<file path="src/rtl/lsu_pkg.sv">
// ---------------------------------------------------------------------------
// lsu_pkg
// Shared types and helpers for the load/store unit.
//   lsu_state_e : FSM state encoding (IDLE, LOAD, READ, WRITE, RESP)
//   F3_*        : funct3 access-size/extension codes
//   lsu_misaligned : alignment rule for a funct3 at a given byte offset
// Optional feature macro: LSU_SUBWORD_EN (byte/half accesses).
// ---------------------------------------------------------------------------
package lsu_pkg;

    typedef enum logic [2:0] {
        IDLE  = 3'd0,
        LOAD  = 3'd1,
        READ  = 3'd2,
        WRITE = 3'd3,
        RESP  = 3'd4
    } lsu_state_e;

    localparam logic [2:0] F3_B  = 3'b000;
    localparam logic [2:0] F3_H  = 3'b001;
    localparam logic [2:0] F3_W  = 3'b010;
    localparam logic [2:0] F3_BU = 3'b100;
    localparam logic [2:0] F3_HU = 3'b101;

    // Halfwords must be 2-byte aligned, words 4-byte aligned; bytes never fault.
    function automatic logic lsu_misaligned(input logic [2:0] funct3, input logic [1:0] byte_off);
        logic mis;
        mis = 1'b0;
        case (funct3)
            F3_H, F3_HU: mis = byte_off[0];
            F3_W:        mis = (byte_off != 2'b00);
            default:     mis = 1'b0;
        endcase
        return mis;
    endfunction

endpackage

</file>
<file path="src/rtl/lsu_if.sv">
// ---------------------------------------------------------------------------
// lsu_if
// Request/response channel between the execute stage and the load/store unit.
//   master : execute stage (drives req_*, observes req_ready and resp_*)
//   slave  : load/store unit
// ---------------------------------------------------------------------------
interface lsu_if;
    logic        req_valid;
    logic        req_ready;
    logic        req_we;
    logic [2:0]  req_funct3;
    logic [31:0] req_addr;
    logic [31:0] req_wdata;
    logic        resp_valid;
    logic [31:0] resp_rdata;
    logic        resp_err;

    modport master (
        output req_valid, req_we, req_funct3, req_addr, req_wdata,
        input  req_ready, resp_valid, resp_rdata, resp_err
    );

    modport slave (
        input  req_valid, req_we, req_funct3, req_addr, req_wdata,
        output req_ready, resp_valid, resp_rdata, resp_err
    );
endinterface

</file>
<file path="src/rtl/lsu_lane.sv">
// ---------------------------------------------------------------------------
// lsu_lane (combinational)
// Lane handling for the load/store unit.
//   funct3     in  3   access size / extension
//   byte_off   in  2   byte offset inside the word
//   rd_word    in  32  word read from data memory
//   wdata      in  32  right-justified store data
//   load_data  out 32  selected lane, sign/zero extended
//   merge_data out 32  rd_word with the store lane replaced (wdata for words)
// Optional feature macro: LSU_SUBWORD_EN. Without it only whole words pass.
// ---------------------------------------------------------------------------
module lsu_lane
    import lsu_pkg::*;
(
    input  logic [2:0]  funct3,
    input  logic [1:0]  byte_off,
    input  logic [31:0] rd_word,
    input  logic [31:0] wdata,
    output logic [31:0] load_data,
    output logic [31:0] merge_data
);

`ifdef LSU_SUBWORD_EN
    logic [7:0]  byte_s;
    logic [15:0] half_s;

    // Lane extraction/extension for loads and lane replacement for stores.
    always_comb begin
        byte_s     = rd_word[{byte_off, 3'b000} +: 8];
        half_s     = byte_off[1] ? rd_word[31:16] : rd_word[15:0];
        load_data  = 32'h0000_0000;
        merge_data = rd_word;
        case (funct3)
            F3_W: begin
                load_data  = rd_word;
                merge_data = wdata;
            end
            F3_B: begin
                load_data = {{24{byte_s[7]}}, byte_s};
                merge_data[{byte_off, 3'b000} +: 8] = wdata[7:0];
            end
            F3_H: begin
                load_data = {{16{half_s[15]}}, half_s};
                if (byte_off[1]) begin
                    merge_data[31:16] = wdata[15:0];
                end else begin
                    merge_data[15:0] = wdata[15:0];
                end
            end
            F3_BU: begin
                load_data = {24'h00_0000, byte_s};
            end
            F3_HU: begin
                load_data = {16'h0000, half_s};
            end
            default: begin
                load_data  = 32'h0000_0000;
                merge_data = rd_word;
            end
        endcase
    end
`else
    logic unused_off_s;
    assign unused_off_s = ^byte_off;

    // Word-only build: pass the whole word through in both directions.
    always_comb begin
        load_data  = 32'h0000_0000;
        merge_data = rd_word;
        case (funct3)
            F3_W: begin
                load_data  = rd_word;
                merge_data = wdata;
            end
            default: begin
                load_data  = 32'h0000_0000;
                merge_data = rd_word;
            end
        endcase
    end
`endif

endmodule

</file>
<file path="src/rtl/load_store_unit.sv">
// ---------------------------------------------------------------------------
// load_store_unit
// Core-side initiator for a word-addressed data memory (async read, posedge
// write). Takes one request at a time, checks it, turns it into aligned word
// accesses (read-modify-write for sub-word stores) and returns one response.
// Ports:
//   CLK, RST       clock, synchronous active-high reset
//   bus (slave)    req_valid/ready/we/funct3/addr/wdata, resp_valid/rdata/err
//   mem_WE         data memory write enable (only in WRITE)
//   mem_A          word-aligned byte address, always {addr_q[31:2],2'b00}
//   mem_WD         data memory write data
//   mem_RD         data memory read data
// Parameter MEM_WORDS: number of implemented words; larger word index faults.
// Optional feature macro: LSU_SUBWORD_EN (byte/half loads and stores).
// ---------------------------------------------------------------------------
module load_store_unit
    import lsu_pkg::*;
#(
    parameter int MEM_WORDS = 64
) (
    input  logic        CLK,
    input  logic        RST,
    lsu_if.slave        bus,
    output logic        mem_WE,
    output logic [31:0] mem_A,
    output logic [31:0] mem_WD,
    input  logic [31:0] mem_RD
);

    lsu_state_e  state_r;
    logic        req_ready_r;
    logic        resp_valid_r;
    logic [31:0] resp_rdata_r;
    logic        resp_err_r;
    logic        mem_we_r;
    logic [31:0] mem_wd_r;
    logic [31:0] addr_r;
    logic [2:0]  funct3_r;
    logic [31:0] wdata_r;

    logic        legal_s;
    logic        out_of_range_s;
    logic        req_err_s;
    logic [31:0] load_s;
    logic [31:0] merge_s;

    // Request legality: funct3 for the direction, alignment and word range.
    always_comb begin
        legal_s = 1'b0;
`ifdef LSU_SUBWORD_EN
        case (bus.req_funct3)
            F3_B, F3_H, F3_W: legal_s = 1'b1;
            F3_BU, F3_HU:     legal_s = ~bus.req_we;
            default:          legal_s = 1'b0;
        endcase
`else
        legal_s = (bus.req_funct3 == F3_W);
`endif
        out_of_range_s = ({2'b00, bus.req_addr[31:2]} >= 32'(MEM_WORDS));
        req_err_s = ~legal_s | out_of_range_s
                  | lsu_misaligned(bus.req_funct3, bus.req_addr[1:0]);
    end

    lsu_lane u_lane (
        .funct3     (funct3_r),
        .byte_off   (addr_r[1:0]),
        .rd_word    (mem_RD),
        .wdata      (wdata_r),
        .load_data  (load_s),
        .merge_data (merge_s)
    );

`ifndef LSU_SUBWORD_EN
    logic unused_merge_s;
    assign unused_merge_s = ^merge_s;
`endif

    // Transaction FSM with all outputs registered.
    always_ff @(posedge CLK) begin
        if (RST) begin
            state_r      <= IDLE;
            req_ready_r  <= 1'b1;
            resp_valid_r <= 1'b0;
            resp_rdata_r <= 32'h0000_0000;
            resp_err_r   <= 1'b0;
            mem_we_r     <= 1'b0;
            mem_wd_r     <= 32'h0000_0000;
            addr_r       <= 32'h0000_0000;
            funct3_r     <= 3'b000;
            wdata_r      <= 32'h0000_0000;
        end else begin
            case (state_r)
                IDLE: begin
                    if (bus.req_valid && req_ready_r) begin
                        addr_r      <= bus.req_addr;
                        funct3_r    <= bus.req_funct3;
                        wdata_r     <= bus.req_wdata;
                        req_ready_r <= 1'b0;
                        if (req_err_s) begin
                            state_r      <= RESP;
                            resp_valid_r <= 1'b1;
                            resp_err_r   <= 1'b1;
                            resp_rdata_r <= 32'h0000_0000;
                        end else if (!bus.req_we) begin
                            state_r <= LOAD;
                        end else if (bus.req_funct3 == F3_W) begin
                            // Full word store needs no read of the old contents.
                            state_r  <= WRITE;
                            mem_we_r <= 1'b1;
                            mem_wd_r <= bus.req_wdata;
                        end else begin
`ifdef LSU_SUBWORD_EN
                            state_r <= READ;
`else
                            state_r      <= RESP;
                            resp_valid_r <= 1'b1;
                            resp_err_r   <= 1'b1;
                            resp_rdata_r <= 32'h0000_0000;
`endif
                        end
                    end
                end
                LOAD: begin
                    state_r      <= RESP;
                    resp_valid_r <= 1'b1;
                    resp_err_r   <= 1'b0;
                    resp_rdata_r <= load_s;
                end
`ifdef LSU_SUBWORD_EN
                READ: begin
                    // mem_A already points at the target word; merge the lane now.
                    state_r  <= WRITE;
                    mem_we_r <= 1'b1;
                    mem_wd_r <= merge_s;
                end
`endif
                WRITE: begin
                    state_r      <= RESP;
                    mem_we_r     <= 1'b0;
                    resp_valid_r <= 1'b1;
                    resp_err_r   <= 1'b0;
                    resp_rdata_r <= 32'h0000_0000;
                end
                RESP: begin
                    state_r      <= IDLE;
                    resp_valid_r <= 1'b0;
                    resp_err_r   <= 1'b0;
                    resp_rdata_r <= 32'h0000_0000;
                    req_ready_r  <= 1'b1;
                end
                default: begin
                    state_r      <= IDLE;
                    resp_valid_r <= 1'b0;
                    resp_err_r   <= 1'b0;
                    resp_rdata_r <= 32'h0000_0000;
                    mem_we_r     <= 1'b0;
                    req_ready_r  <= 1'b1;
                end
            endcase
        end
    end

    assign bus.req_ready  = req_ready_r;
    assign bus.resp_valid = resp_valid_r;
    assign bus.resp_rdata = resp_rdata_r;
    assign bus.resp_err   = resp_err_r;
    assign mem_WE         = mem_we_r;
    assign mem_A          = {addr_r[31:2], 2'b00};
    assign mem_WD         = mem_wd_r;

endmodule

</file>
<file path="src/flat_wrapper.sv">
// flat-port wrapper written by rule: the top's interface ports become plain ports
module load_store_unit_flat import lsu_pkg::*;
#(
    parameter int MEM_WORDS = 64
)
  (CLK, RST, mem_WE, mem_A, mem_WD, mem_RD, bus_req_valid, bus_req_we, bus_req_funct3, bus_req_addr, bus_req_wdata, bus_req_ready, bus_resp_valid, bus_resp_rdata, bus_resp_err);
  lsu_if bus_i ();
  input  logic CLK;
  input  logic RST;
  output logic mem_WE;
  output logic [31:0] mem_A;
  output logic [31:0] mem_WD;
  input  logic [31:0] mem_RD;
  input wire logic [$bits(bus_i.req_valid)-1:0] bus_req_valid;
  input wire logic [$bits(bus_i.req_we)-1:0] bus_req_we;
  input wire logic [$bits(bus_i.req_funct3)-1:0] bus_req_funct3;
  input wire logic [$bits(bus_i.req_addr)-1:0] bus_req_addr;
  input wire logic [$bits(bus_i.req_wdata)-1:0] bus_req_wdata;
  output wire logic [$bits(bus_i.req_ready)-1:0] bus_req_ready;
  output wire logic [$bits(bus_i.resp_valid)-1:0] bus_resp_valid;
  output wire logic [$bits(bus_i.resp_rdata)-1:0] bus_resp_rdata;
  output wire logic [$bits(bus_i.resp_err)-1:0] bus_resp_err;
  assign bus_i.req_valid = bus_req_valid;
  assign bus_i.req_we = bus_req_we;
  assign bus_i.req_funct3 = bus_req_funct3;
  assign bus_i.req_addr = bus_req_addr;
  assign bus_i.req_wdata = bus_req_wdata;
  assign bus_req_ready = bus_i.req_ready;
  assign bus_resp_valid = bus_i.resp_valid;
  assign bus_resp_rdata = bus_i.resp_rdata;
  assign bus_resp_err = bus_i.resp_err;
  load_store_unit #(.MEM_WORDS(MEM_WORDS)) u_core (.CLK(CLK), .RST(RST), .bus(bus_i), .mem_WE(mem_WE), .mem_A(mem_A), .mem_WD(mem_WD), .mem_RD(mem_RD));
endmodule
</file>
<file path="config.mk">
export PLATFORM = sky130hd
export DESIGN_NAME = load_store_unit_flat
export DESIGN_NICKNAME = d
export VERILOG_FILES = /design/src/rtl/lsu_pkg.sv /design/src/rtl/lsu_if.sv /design/src/rtl/lsu_lane.sv /design/src/rtl/load_store_unit.sv /design/src/flat_wrapper.sv
export SDC_FILE = /design/constraint.sdc
export NUM_CORES = 1
export LEC_CHECK = 0
export ABC_AREA = 1
export CAP_MARGIN = 20
export CORE_MARGIN = 5
export CORE_UTILIZATION = 45
export CTS_CLUSTER_SIZE = 12
export DETAILED_ROUTE_END_ITERATION = 16
export PLACE_DENSITY = 0.85
export SLEW_MARGIN = 20
export SYNTH_ARGS = -nofsm -noshare
export SYNTH_HDL_FRONTEND = slang
export SYNTH_SLANG_ARGS = --single-unit
</file>
<file path="constraint.sdc">
create_clock -name CLK -period 3.21 [get_ports CLK]
set_input_delay 0.963 -clock CLK [delete_from_list [all_inputs] [get_ports CLK]]
set_output_delay 0.963 -clock CLK [all_outputs]
set_load 0.02 [all_outputs]
</file>
Word-level counts from Yosys, hierarchy flattened --
Index checks and enable logic that the tools add are counted.
Storage, ports and cells: register bits 106, bits of input ports 103, output and inout bits 100, word-level logic and storage cells 69
Operators by class: magnitude comparators 1, eq/ne operators 14, mux-type cells 24, bitwise gates (word level) 7, reductions and logical operators 14
Operator list (count):
- 2-to-1 mux 32 bit | 5
- one-hot mux 32 bit (2 select lines) | 1
- >= comparator 30 x 7 -> 1 bit, second input constant | 1
- 2-to-1 mux 3 bit | 4
- AND reduction 5 bit | 2
- equality test 3 x 2 -> 1 bit, second input constant | 3
- 2-to-1 mux 1 bit | 9
- one-hot mux 1 bit (2 select lines) | 4
- OR reduction 2 bit | 4
- equality test 3 x 1 -> 1 bit, second input constant | 2
- equality test 3 bit, second input constant | 2
- inequality test 2 bit, second input constant | 3
- one-hot mux 3 bit (2 select lines) | 1
- AND reduction 3 bit | 2
- NOT 1 bit | 5
- inequality test 2 x 1 -> 1 bit, second input constant | 2
- AND reduction 2 bit | 2
- nonzero test 2 bit | 2
- zero test 3 bit | 1
- inequality test 3 x 2 -> 1 bit, second input constant | 1
- inequality test 3 bit, second input constant | 1
- bitwise OR 1 bit | 2
- logical AND 1 bit | 1

Depth between registers and ports, before layout --
depth in word-level cells 7, depth in mapped cells 11, depth with buffers taken out 10

By module --
From an unflattened synthesis, not the netlist that was laid out.
Unflattened totals: cell total of the unflattened synthesis 1044, area, all modules 6677.7 um2
By module, submodules not included:
- load_store_unit | instances 1, cells each 865, area an instance 5826.8 um2, seq. area each 2762.6 um2
- lsu_lane | instances 1, cells each 179, area an instance 850.8 um2, seq. area each 0.0 um2

Worst setup path before layout --
No wires, ideal clock.
kind input -> register, start in bus_req_addr[9], end reg u_core.resp_rdata_r[26] (netlist: u_core.bus.resp_rdata[26]), library setup time 0.115 ns, arrival time 1.903 ns, data required time 3.095 ns, setup slack 1.192 ns, stages 11, buffers on the path 1, cells stage by stage inv_2 -> nand2_1 -> nor2_1 -> nand2_2 -> nor2_8 -> nand2_2 -> nand2_2 -> buf_2 -> nand3_1 -> nand2_1 -> nor2_1
On the way: longest elaborated chain between the ends 6, elaborated cells between the ends (all ways) 9, those cells by class 1 x order compare; 2 x eq/ne; 3 x mux; 2 x bitwise; 1 x reduce/logical
RTL lines:
- start, declared | RTL line flat_wrapper.sv:17 | input wire logic [$bits(bus_i.req_addr)-1:0] bus_req_addr;
- >= comparator 30 x 7 -> 1 bit (*) | RTL line load_store_unit.sv:59 | out_of_range_s = ({2'b00, bus.req_addr[31:2]} >= 32'(MEM_WORDS));
- bitwise OR 1 bit (*) | RTL line load_store_unit.sv:60 | req_err_s = ~legal_s | out_of_range_s
- bitwise OR 1 bit (*) | RTL line load_store_unit.sv:61 | | lsu_misaligned(bus.req_funct3, bus.req_addr[1:0]);
- 2-to-1 mux 32 bit | RTL line load_store_unit.sv:99 | if (req_err_s) begin
- 2-to-1 mux 32 bit | RTL line load_store_unit.sv:94 | if (bus.req_valid && req_ready_r) begin
- one-hot mux 32 bit (2 select lines) | RTL line load_store_unit.sv:92 | case (state_r)
- end signal, assigned | RTL line load_store_unit.sv:127 | resp_rdata_r <= load_s;
- end, declared | RTL line load_store_unit.sv:33 | logic [31:0] resp_rdata_r;
Mark *: on every way between the ends. The rest lies on a longest branch, timed or not. The select of a mux whose other input is x is not followed. A chain may end at the register's enable or synchronous reset.

Worst setup path after layout --
start in bus_req_addr[18], end reg u_core.mem_wd_r[4] (netlist: u_core.mem_WD[4])
On the way: longest elaborated chain between the ends 5
RTL lines:
- >= comparator 30 x 7 -> 1 bit | RTL line load_store_unit.sv:59
- bitwise OR 1 bit | RTL line load_store_unit.sv:60
- bitwise OR 1 bit | RTL line load_store_unit.sv:61
- NOT 1 bit (no source line)
- AND reduction 5 bit (no source line)
- end signal, assigned | RTL line load_store_unit.sv:110 | mem_wd_r <= bus.req_wdata;
- end, declared | RTL line load_store_unit.sv:36 | logic [31:0] mem_wd_r;
Every way passes these cells.

==> summary.md <==
| Metric | Value |
|---|---|
| Final setup fails | 0 |
| Ranking of synthesized cells by area | dfxtp_1 (41%), inv_1 (14%), nand2_1 (11%) |
| CTS buffer count | 9 |
| Layout cells sized above 1 | 0.03980 |
| Post-synthesis sequential area ratio | 0.4077 |
| CTS tree | built |
| Leak | 3.444 nW |
| Post-synthesis mux area share | 0 |
| Post-DP HPWL | 9832 um |
| IO Pins | 203 |
| Vias in the first global route | 4,779 |
| Initial Utilization | 0.4530 |
| Post-route clock period utilization | 0.7495 |
| R2R cell count | 7 |
| CTS Sinks | 104 |
| Most frequent cell after synthesis | inv_1 |
| Outcome | finished, final reports clean |
| Final routed DRC violation total | 0 |
| Asr flop ratio synth | 0 |
| Setup TNS | 0 ns |
| Global-route usage over all layers | 0.2049 |
| Placed cell areas | 0.007137 mm2 |
| Final instance area | 0.007437 mm2 |
| Hold Buf Count CTS | 0 |
| Number of synthesized flops with an enable pin | 0 |
| Post-CTS Setup Bufs | 0 |
| Via count | 5,168 |
| Die Width | 116.5 um |
| Core area | 0.01127 mm2 |
| CTS Buffer Depth | 2 |
| Synthesis-to-layout area growth | 45.65% |
| DR iter-0 viols | 356 |
| Routed length per placed instance | 12.64 um |
| Yosys Warn Count | 0 |
| Row count | 39 |
| Post-Synth XOR/XNOR Area | 0 |
| Final antenna-violating net count | 0 |
| Die Y | 116.5 um |
| Post-CTS resize count | 0 |
| Slew Limit Headroom | 0.5857 |
| Initial antenna violation count | 0 |
| First-pass iteration count of the detailed router | 4 |
| Simple-Gate Fraction of Synth Area | 0.3242 |
| Post-synthesis adder-cell area fraction | 0 |
| Number of vias per cell | between 4 and 5 |
| Total Wirelength | between 10,000 and 15,000 um |
| Leading area contributor after synthesis | dfxtp_1 |
| First-pass GRT wire length | 22,520 um |
| PnR Total Power | about 3.2 mW |
| Synthesized cell area | 0.005106 mm2 |
| #FFs+latches synth | 104 |
| Largest net degree at the start of global routing | 64 |
| Die footprint | 0.01358 mm2 |
| Slew @ Worst Pin | 0.6214 ns |
| R2r startpoint | u_core.state_r[0] |
| MaxCap Viol Count | 0 |
| Worst R2R End | u_core.bus.resp_rdata[27] |
| Post-synth cell types | 26 |
| Ys flop type | dfxtp_1 |
| Largest family of logic cells by synthesized area | simple AND/OR/NAND/NOR gates |
| Synth Area per Inst | approximately 6.4 um2 |
| Kind of critical path | in -> reg |
| Arr. time, crit path | 2.68 ns |
| H-tree Lvls | 3 |
| Clk root buf | clkbuf_16 |
| Final Skew | approximately 0.0065 ns |
| Minimum clock period | roughly 2.4 ns |
| Most instantiated cells after synthesis | inv_1 (186), nand2_1 (152), nor2_1 (117) |
| Crit path capture | u_core.mem_WD[4] |
| Number of I/O port buffers | 200 |
| Max Clock Freq | 415.6 MHz |
| GP Congestion | 0.7870 |
| Worst Path Max Fanout | 33 |
| Fin. max-slew vios | 0 |
| Clock slew at reported path FFs | 0.07 ns |
| Final net count | 1,078 |
| Startpoint class of the critical path | primary input |
| PwrDens | 427.4 mW/mm2 |
| Grt ovf | 0 |
| Compound-Gate Fraction of Synth Area | 0.07400 |
| N_diodes | 0 |
| Crit path from | bus_req_addr[18] |
| Syn Inst Count | 802 |
| Hold Crit Class | reg -> reg |
| Clock Latency Late Sink | 0.34 ns |
| Req. time, crit path | 3.49 ns |
| RSZ-0062 raised after global routing | no |
| VDD IR max | 246.9 uV |
| Reg2reg setup slack | 1.20 ns |
| Yosys top cell area share | 0.4077 |
| WHS | 0.4550 ns |
| CP Capture Type | flop |
| Final hold vios | 0 |
-- critical path, stage by stage --
cell and delay, ns:
clkdlybuf4s50_1 0.42, nor2_1 0.18, nand2_1 0.08, nor2_1 0.10, nand2_1 0.07, nor2_2 0.17
nand3_4 0.36, nand2_1 0.17, inv_1 0.06, nor2_1 0.10
-- per-layer routing --
layer | up-vias | GRT usage | routed length [um]
met5 | - | 0 | 0
li1 | 2736 | - | -
met4 | 0 | 0.07657 | 310
met2 | 160 | 0.3291 | 6471
met3 | 19 | 0.06839 | 1332
met1 | 2253 | 0.2557 | 6085
-- registers in the layout (all words and copies together), names as in the netlist --
register,count
u_core.state_r,3
u_core.bus.req_ready,1
u_core.bus.resp_valid,1
u_core.mem_WD,32
u_core.addr_r,30
u_core.mem_WE,1
u_core.funct3_r,3
u_core.bus.resp_err,1
u_core.bus.resp_rdata,32
-- cell families after synthesis --
logic type	after synthesis
AND/OR/NAND/NOR	380
buffers and inverters	242
flip-flops	104
AO/OA/AOI/OAI	75
other	1
-- worst min-delay path by stage --
stage | start | end | slack (ns) | cells after the start
after floorplan | u_core.funct3_r[2] | u_core.funct3_r[2] | 0.43 | 2
after global placement | u_core.bus.resp_err | u_core.bus.resp_err | 0.44 | 2
after detailed placement | u_core.bus.resp_err | u_core.bus.resp_err | 0.45 | 2
after CTS | u_core.bus.resp_err | u_core.bus.resp_err | 0.46 | 2
after global routing | u_core.bus.resp_err | u_core.bus.resp_err | 0.47 | 2
final | u_core.mem_WE | u_core.mem_WE | 0.45 | 2
-- placed cells by master, fill, tap and decap left out, drive strengths merged --
cell | synthesis | routed
a21oi | 69 | 69
o21ai | 4 | 4
dfxtp | 104 | 104
bufinv | 0 | 1
inv | 189 | 189
clkdlybuf4s50 | 0 | 200
nand3b | 1 | 1
buf | 32 | 12
nand3 | 68 | 68
clkbuf | 19 | 13
nor3 | 1 | 1
o22ai | 2 | 2
nand4 | 33 | 33
clkinv | 2 | 4
nand2 | 156 | 156
conb | 1 | 2
nor2 | 121 | 121
-- area by class of cell --
cell class,instances,area [um2]
multi-input combinational,457,2041
timing repair buffer,212,2117
fill,985,3835
clock buffer,13,260.3
tap,143,178.9
sequential,104,2082
inverter,191,718.2
clock inverter,3,40.04
-- power breakdown --
group / internal, mW / total [mW] / switching (mW)
Clock: 0.646 / 1.11 / 0.468
Sequential: 1.36 / 1.39 / 0.0334
Combinational: 0.324 / 0.671 / 0.347
-- metrics by stage --
| step | setup WS, ns | std cells | utilization |
|---|---|---|---|
| 2_1_floorplan | 1.192 | 803 | - |
| 3_3_place_gp | 0.5245 | 1107 | 0.6331 |
| 3_5_place_dp | 0.4555 | 1107 | 0.6331 |
| 4_1_cts | 0.8023 | 1123 | 0.6598 |
| 5_1_grt | 0.6145 | 1123 | 0.6598 |
| 6_report | 0.8041 | 1123 | 0.6598 |
Power figures use the tool's default switching activity.
==> RTL edit 1: new RTL, config.mk and constraints unchanged <==
Make the reset (`RST`) asynchronous in one clocked block. Comments in the files are not updated.
--- a/src/rtl/load_store_unit.sv
+++ b/src/rtl/load_store_unit.sv
@@ -77,5 +77,5 @@
 
     // Transaction FSM with all outputs registered.
-    always_ff @(posedge CLK) begin
+    always_ff @(posedge CLK or posedge RST) begin
         if (RST) begin
             state_r      <= IDLE;
Behaviour: differs if RST is asserted again (counterexample within 4 cycles, from zero or initial values and one cycle with RST high); with RST held inactive, the same outputs for 4 cycles.
==> RTL edit 1 against the unedited design <==
Synthesized area shrank 13%; routed wire length is 9.3% lower; worst setup slack lost 0.080 ns; final area down 10%; sequential cell count unchanged; critical endpoint is now bus_req_ready; largest cell class is now flip-flops and latches.
Power is not compared: it rests on default switching activity, and its combinational part moved more than twofold at a synthesized area within 25%.
==> RTL edit 1: results (changes against the unedited design) <==
Clock tree
  • Worst-path clk slew: 0.09 ns (was 0.07 ns)

Logic synthesis
  • Top cell type's share of synthesized area: 0.581 (was 0.408)
  • Commonest cells post-synth: nand2_1, dfrtp_1, nand3_1 (was inv_1, nand2_1, nor2_1)
  • Post-synth cell types: 23 (was 26)
  • Sequential area share after synthesis: 0.587 (was 0.408)
  • Ranking of synthesized cells by area: dfrtp_1, nand2_1, nand3_1 (was dfxtp_1, inv_1, nand2_1)
  • Synth Flop Type: dfrtp_1 (was dfxtp_1)

Setup path
  • Critical path fanouts, max: 3 (was 33)
  • R2R depth: 6 (was 7)
  • Crit path arrival time: 1.52 ns (was 2.68 ns)
  • RR Startpoint: u_core.state_r[2] (was u_core.state_r[0])
  • Worst reg2reg path endpoint: u_core.mem_WD[16] (was u_core.bus.resp_rdata[27])
  • Critical path's top delay family: buffers and inverters (was simple AND/OR/NAND/NOR gates)
  • Crit path to: bus_req_ready (was u_core.mem_WD[4])

Route
  • WL final: 12.9 mm (was 14.2 mm)
  • M1 WL: 4.94 mm (was 6.09 mm)
  • DR WL met2: 6.65 mm (was 6.47 mm)
  • Vias per Instance: 4.92 (was 4.60)
  • Metal3 WL: 1.14 mm (was 1.33 mm)
  • Initial DRC count: 233 (was 356)

Final layout
  • Signal buffers share of area: 0.310 (was 0.285)
  • Multi-input gates: 351 (was 457)
  • # fillers: 788 (was 985)
  • Footprint of the multi-input gates: 1540 sq um (was 2040 sq um)
  • Sequential share of cell area: 0.390 (was 0.280)
  • Layout cells sized above 1: 0.0508 (was 0.0398)
  • Non-clk bufs: 208 (was 212)

GRT
  • Routing usage on met1: 0.257 (was 0.256)
  • First-pass GRT wire length: 20.6 mm (was 22.5 mm)
  • GRT Overall Usage: 0.218 (was 0.205)
  • Met2 Use GR: 0.387 (was 0.329)
  • Largest net degree at the start of global routing: 105 (was 64)

STA
  • Clk_skew: 0.0113 ns (was 0.00655 ns)

Outcome
  • Outcome: finished, final reports clean (unchanged)

Floorplanning
  • Initial core utilization: 0.458 (was 0.453)

Placed design
  • Final HPWL DP: 9.54 mm (was 9.83 mm)
## RTL edit 1: changes by cell type in the layout (fill, tap and decap cells not counted), moves of 14 or more
cell / change
o21ai_0: +14
inv_1: -161
nand3_1: -27
dfxtp_1: -104
dfrtp_1: +103
nor2_1: -88
a21oi_1: -68
nand2_1: +68
## RTL edit 1: cells by family (layout without fill, tap and decap cells)
family / Yosys count / in the layout / synth area share
compound gates: 19 / 19 / 0.0214
buf+inv: 62 / 254 / 0.0674
flops: 104 / 104 / 0.587
other cells: 1 / 2 / 0.000845
simple gates: 330 / 330 / 0.323
## RTL edit 1: stage by stage
stage,setup slack (ns),area [sq um],cells,hold slack [ns]
floorplan,1.00,4440,517,0.501
global placement,0.440,6510,827,0.453
detailed placement,0.383,6510,827,0.459
CTS,0.685,6680,842,0.481
global route,0.526,6680,842,0.498
finish,0.724,6680,842,0.480
==> RTL edit 2: new RTL, config.mk and constraints unchanged <==
Without the edit above. `MEM_WORDS` is set to 64 in 2 places; all go to 48.
--- a/src/rtl/load_store_unit.sv
+++ b/src/rtl/load_store_unit.sv
@@ -17,5 +17,5 @@
     import lsu_pkg::*;
 #(
-    parameter int MEM_WORDS = 64
+    parameter int MEM_WORDS = 48
 ) (
     input  logic        CLK,
--- a/src/flat_wrapper.sv
+++ b/src/flat_wrapper.sv
@@ -2,5 +2,5 @@
 module load_store_unit_flat import lsu_pkg::*;
 #(
-    parameter int MEM_WORDS = 64
+    parameter int MEM_WORDS = 48
 )
   (CLK, RST, mem_WE, mem_A, mem_WD, mem_RD, bus_req_valid, bus_req_we, bus_req_funct3, bus_req_addr, bus_req_wdata, bus_req_ready, bus_resp_valid, bus_resp_rdata, bus_resp_err);
Behaviour: not the same (a bounded check fails within 4 cycles, from zero or initial values and one cycle with RST high).
==> RTL edit 2 against the unedited design <==
Worst hold slack better by 0.016 ns; sequential cell count unchanged; worst setup slack worse by 0.048 ns; routed wire length shrank 10%; via count is 14% lower; power is 13% lower; synthesized area down 18%; die area down 16%; final area is 13% lower; critical path type unchanged; critical endpoint is now u_core.mem_WD[0].
==> RTL edit 2: results (changes against the unedited design) <==
Power and ir drop
  • Peak supply drop: 0.233 mV (was 0.247 mV)
  • Lkg Pwr: 2.83 nW (was 3.44 nW)

Logic synthesis
  • Synth Area in Compound Gates: 0.0699 (was 0.0740)
  • Commonest cells post-synth: nor2_1, nand2_1, dfxtp_1 (was inv_1, nand2_1, nor2_1)
  • Syn Inst Count: 618 (was 802)
  • Sequential area share after synthesis: 0.495 (was 0.408)
  • XOR/XNOR share of the synthesized area: 0 (unchanged)
  • Post-synth cell types: 20 (was 26)
  • Ranking of synthesized cells by area: dfxtp_1, nor2_1, nand2_1 (was dfxtp_1, inv_1, nand2_1)
  • Synth Flop Type: dfxtp_1 (unchanged)

Clock tree
  • Root Driver: clkbuf_8 (was clkbuf_16)
  • Worst skew pair latency: 0.36 ns (was 0.34 ns)
  • Worst-path clk slew: 0.10 ns (was 0.07 ns)
  • Post-cts resize count: 0 (unchanged)

Placed design
  • Final GP Congestion: 0.778 (was 0.787)
  • Final HPWL DP: 9.55 mm (was 9.83 mm)
  • Placed cell count: 904 (was 1107)
  • Placed Area: 6250 sq um (was 7140 sq um)

Route
  • Vias per Instance: 4.81 (was 4.60)
  • Initial DRC count: 124 (was 356)

Final layout
  • Cell Count, Final, Fillers Out: 920 (was 1123)
  • Final #Nets: 907 (was 1078)
  • Ant. Diodes: 0 (unchanged)
  • # fillers: 736 (was 985)
  • Layout cells sized above 1: 0.0371 (was 0.0398)

Setup path
  • Crit path arrival time: 2.71 ns (was 2.68 ns)
  • Critical path fanouts, max: 65 (was 33)
  • Worst reg2reg path endpoint: u_core.bus.resp_rdata[11] (was u_core.bus.resp_rdata[27])
  • RR Startpoint: u_core.state_r[2] (was u_core.state_r[0])
  • Flop2flop setup slack: 1.19 ns

STA
  • Clk_skew: 0.0139 ns (was 0.00655 ns)
  • Actual slew at the worst max-slew pin: 0.939 ns (was 0.621 ns)

GRT
  • GRT Overall Usage: 0.221 (was 0.205)
  • Largest net degree at the start of global routing: 66 (was 64)
  • First-pass GRT wire length: 20.7 mm (was 22.5 mm)

Outcome
  • Outcome: finished, final reports clean (unchanged)
[RTL edit 2: cell types whose count changed after synthesis, moves of 4 or more]
cell     before  now
buf_2        14    8
nand4_1      33    1
a21oi_1      69   22
nand2_1     152  117
nor2_1      117  193
inv_1       186   68
buf_6         7    3
o21ai_0       4   35
nand3_1      67   32
buf_1         9    2
[RTL edit 2: final cells by class]
| type | count | area share |
|---|---|---|
| sequential | 104 | 0.323 |
| clock inverter | 6 | 0.00777 |
| multi-input combinational | 410 | 0.263 |
| inverter | 71 | 0.0414 |
| clock buffer | 10 | 0.0214 |
| tap | 111 | 0.0216 |
| timing repair buffer | 208 | 0.322 |
[RTL edit 2: report_power, final]
part	internal, mW	switching [mW]	leakage [nW]
clock network	0.315	0.477	0.0952
registers	1.36	0.0354	0.848
logic	0.280	0.299	1.89
total	1.96	0.812	2.83
[RTL edit 2: how the worst max path moves through the flow]
stage | start | endpoint | depth (start not counted)
floorplan | bus_req_addr[31] | u_core.mem_WD[10] | 10
global placement | bus_req_addr[28] | u_core.bus.resp_rdata[10] | 9
CTS | bus_req_addr[31] | u_core.bus.resp_rdata[11] | 9
global route | bus_req_addr[25] | u_core.mem_WD[7] | 11
finish | bus_req_addr[12] | u_core.mem_WD[0] | 11
detailed placement | bus_req_addr[31] | u_core.bus.resp_rdata[11] | 9
[RTL edit 2: kinds of logic after synthesis]
logic type,Yosys count
AND/OR/NAND/NOR,350
buffers and inverters,105
flip-flops,104
AO/OA/AOI/OAI,58
other,1
[RTL edit 2: per-stage QoR]
step / power (mW) / worst slack (ns) / util / hold slack (ns)
floorplan: 1.69 / 1.16 / - / 0.479
global placement: 1.99 / 0.411 / 0.680 / 0.451
detailed placement: 2.00 / 0.370 / 0.680 / 0.458
CTS: 2.79 / 0.754 / 0.700 / 0.473
global route: 2.89 / 0.514 / 0.700 / 0.501
finish: 2.77 / 0.756 / 0.700 / 0.471
[RTL edit 2: critical path: stages]
cell and delay (ns):
clkdlybuf4s50_1 0.52, nor2_1 0.07, nand2_1 0.06, nor2_1 0.04, nand2_1 0.16, nor2_4 0.07
nand3_2 0.06, buf_4 0.47, nand2_1 0.12, nand2_1 0.10, nor2_1 0.05
[RTL edit 2: layer usage]
metal  vias up  track usage  routed length (um)
li1       2229            -                   -
met1      1989        0.253                5000
met2       186        0.375                6100
met3        22       0.0807                1360
met4         0       0.0877                 296
met5         -            0                   0
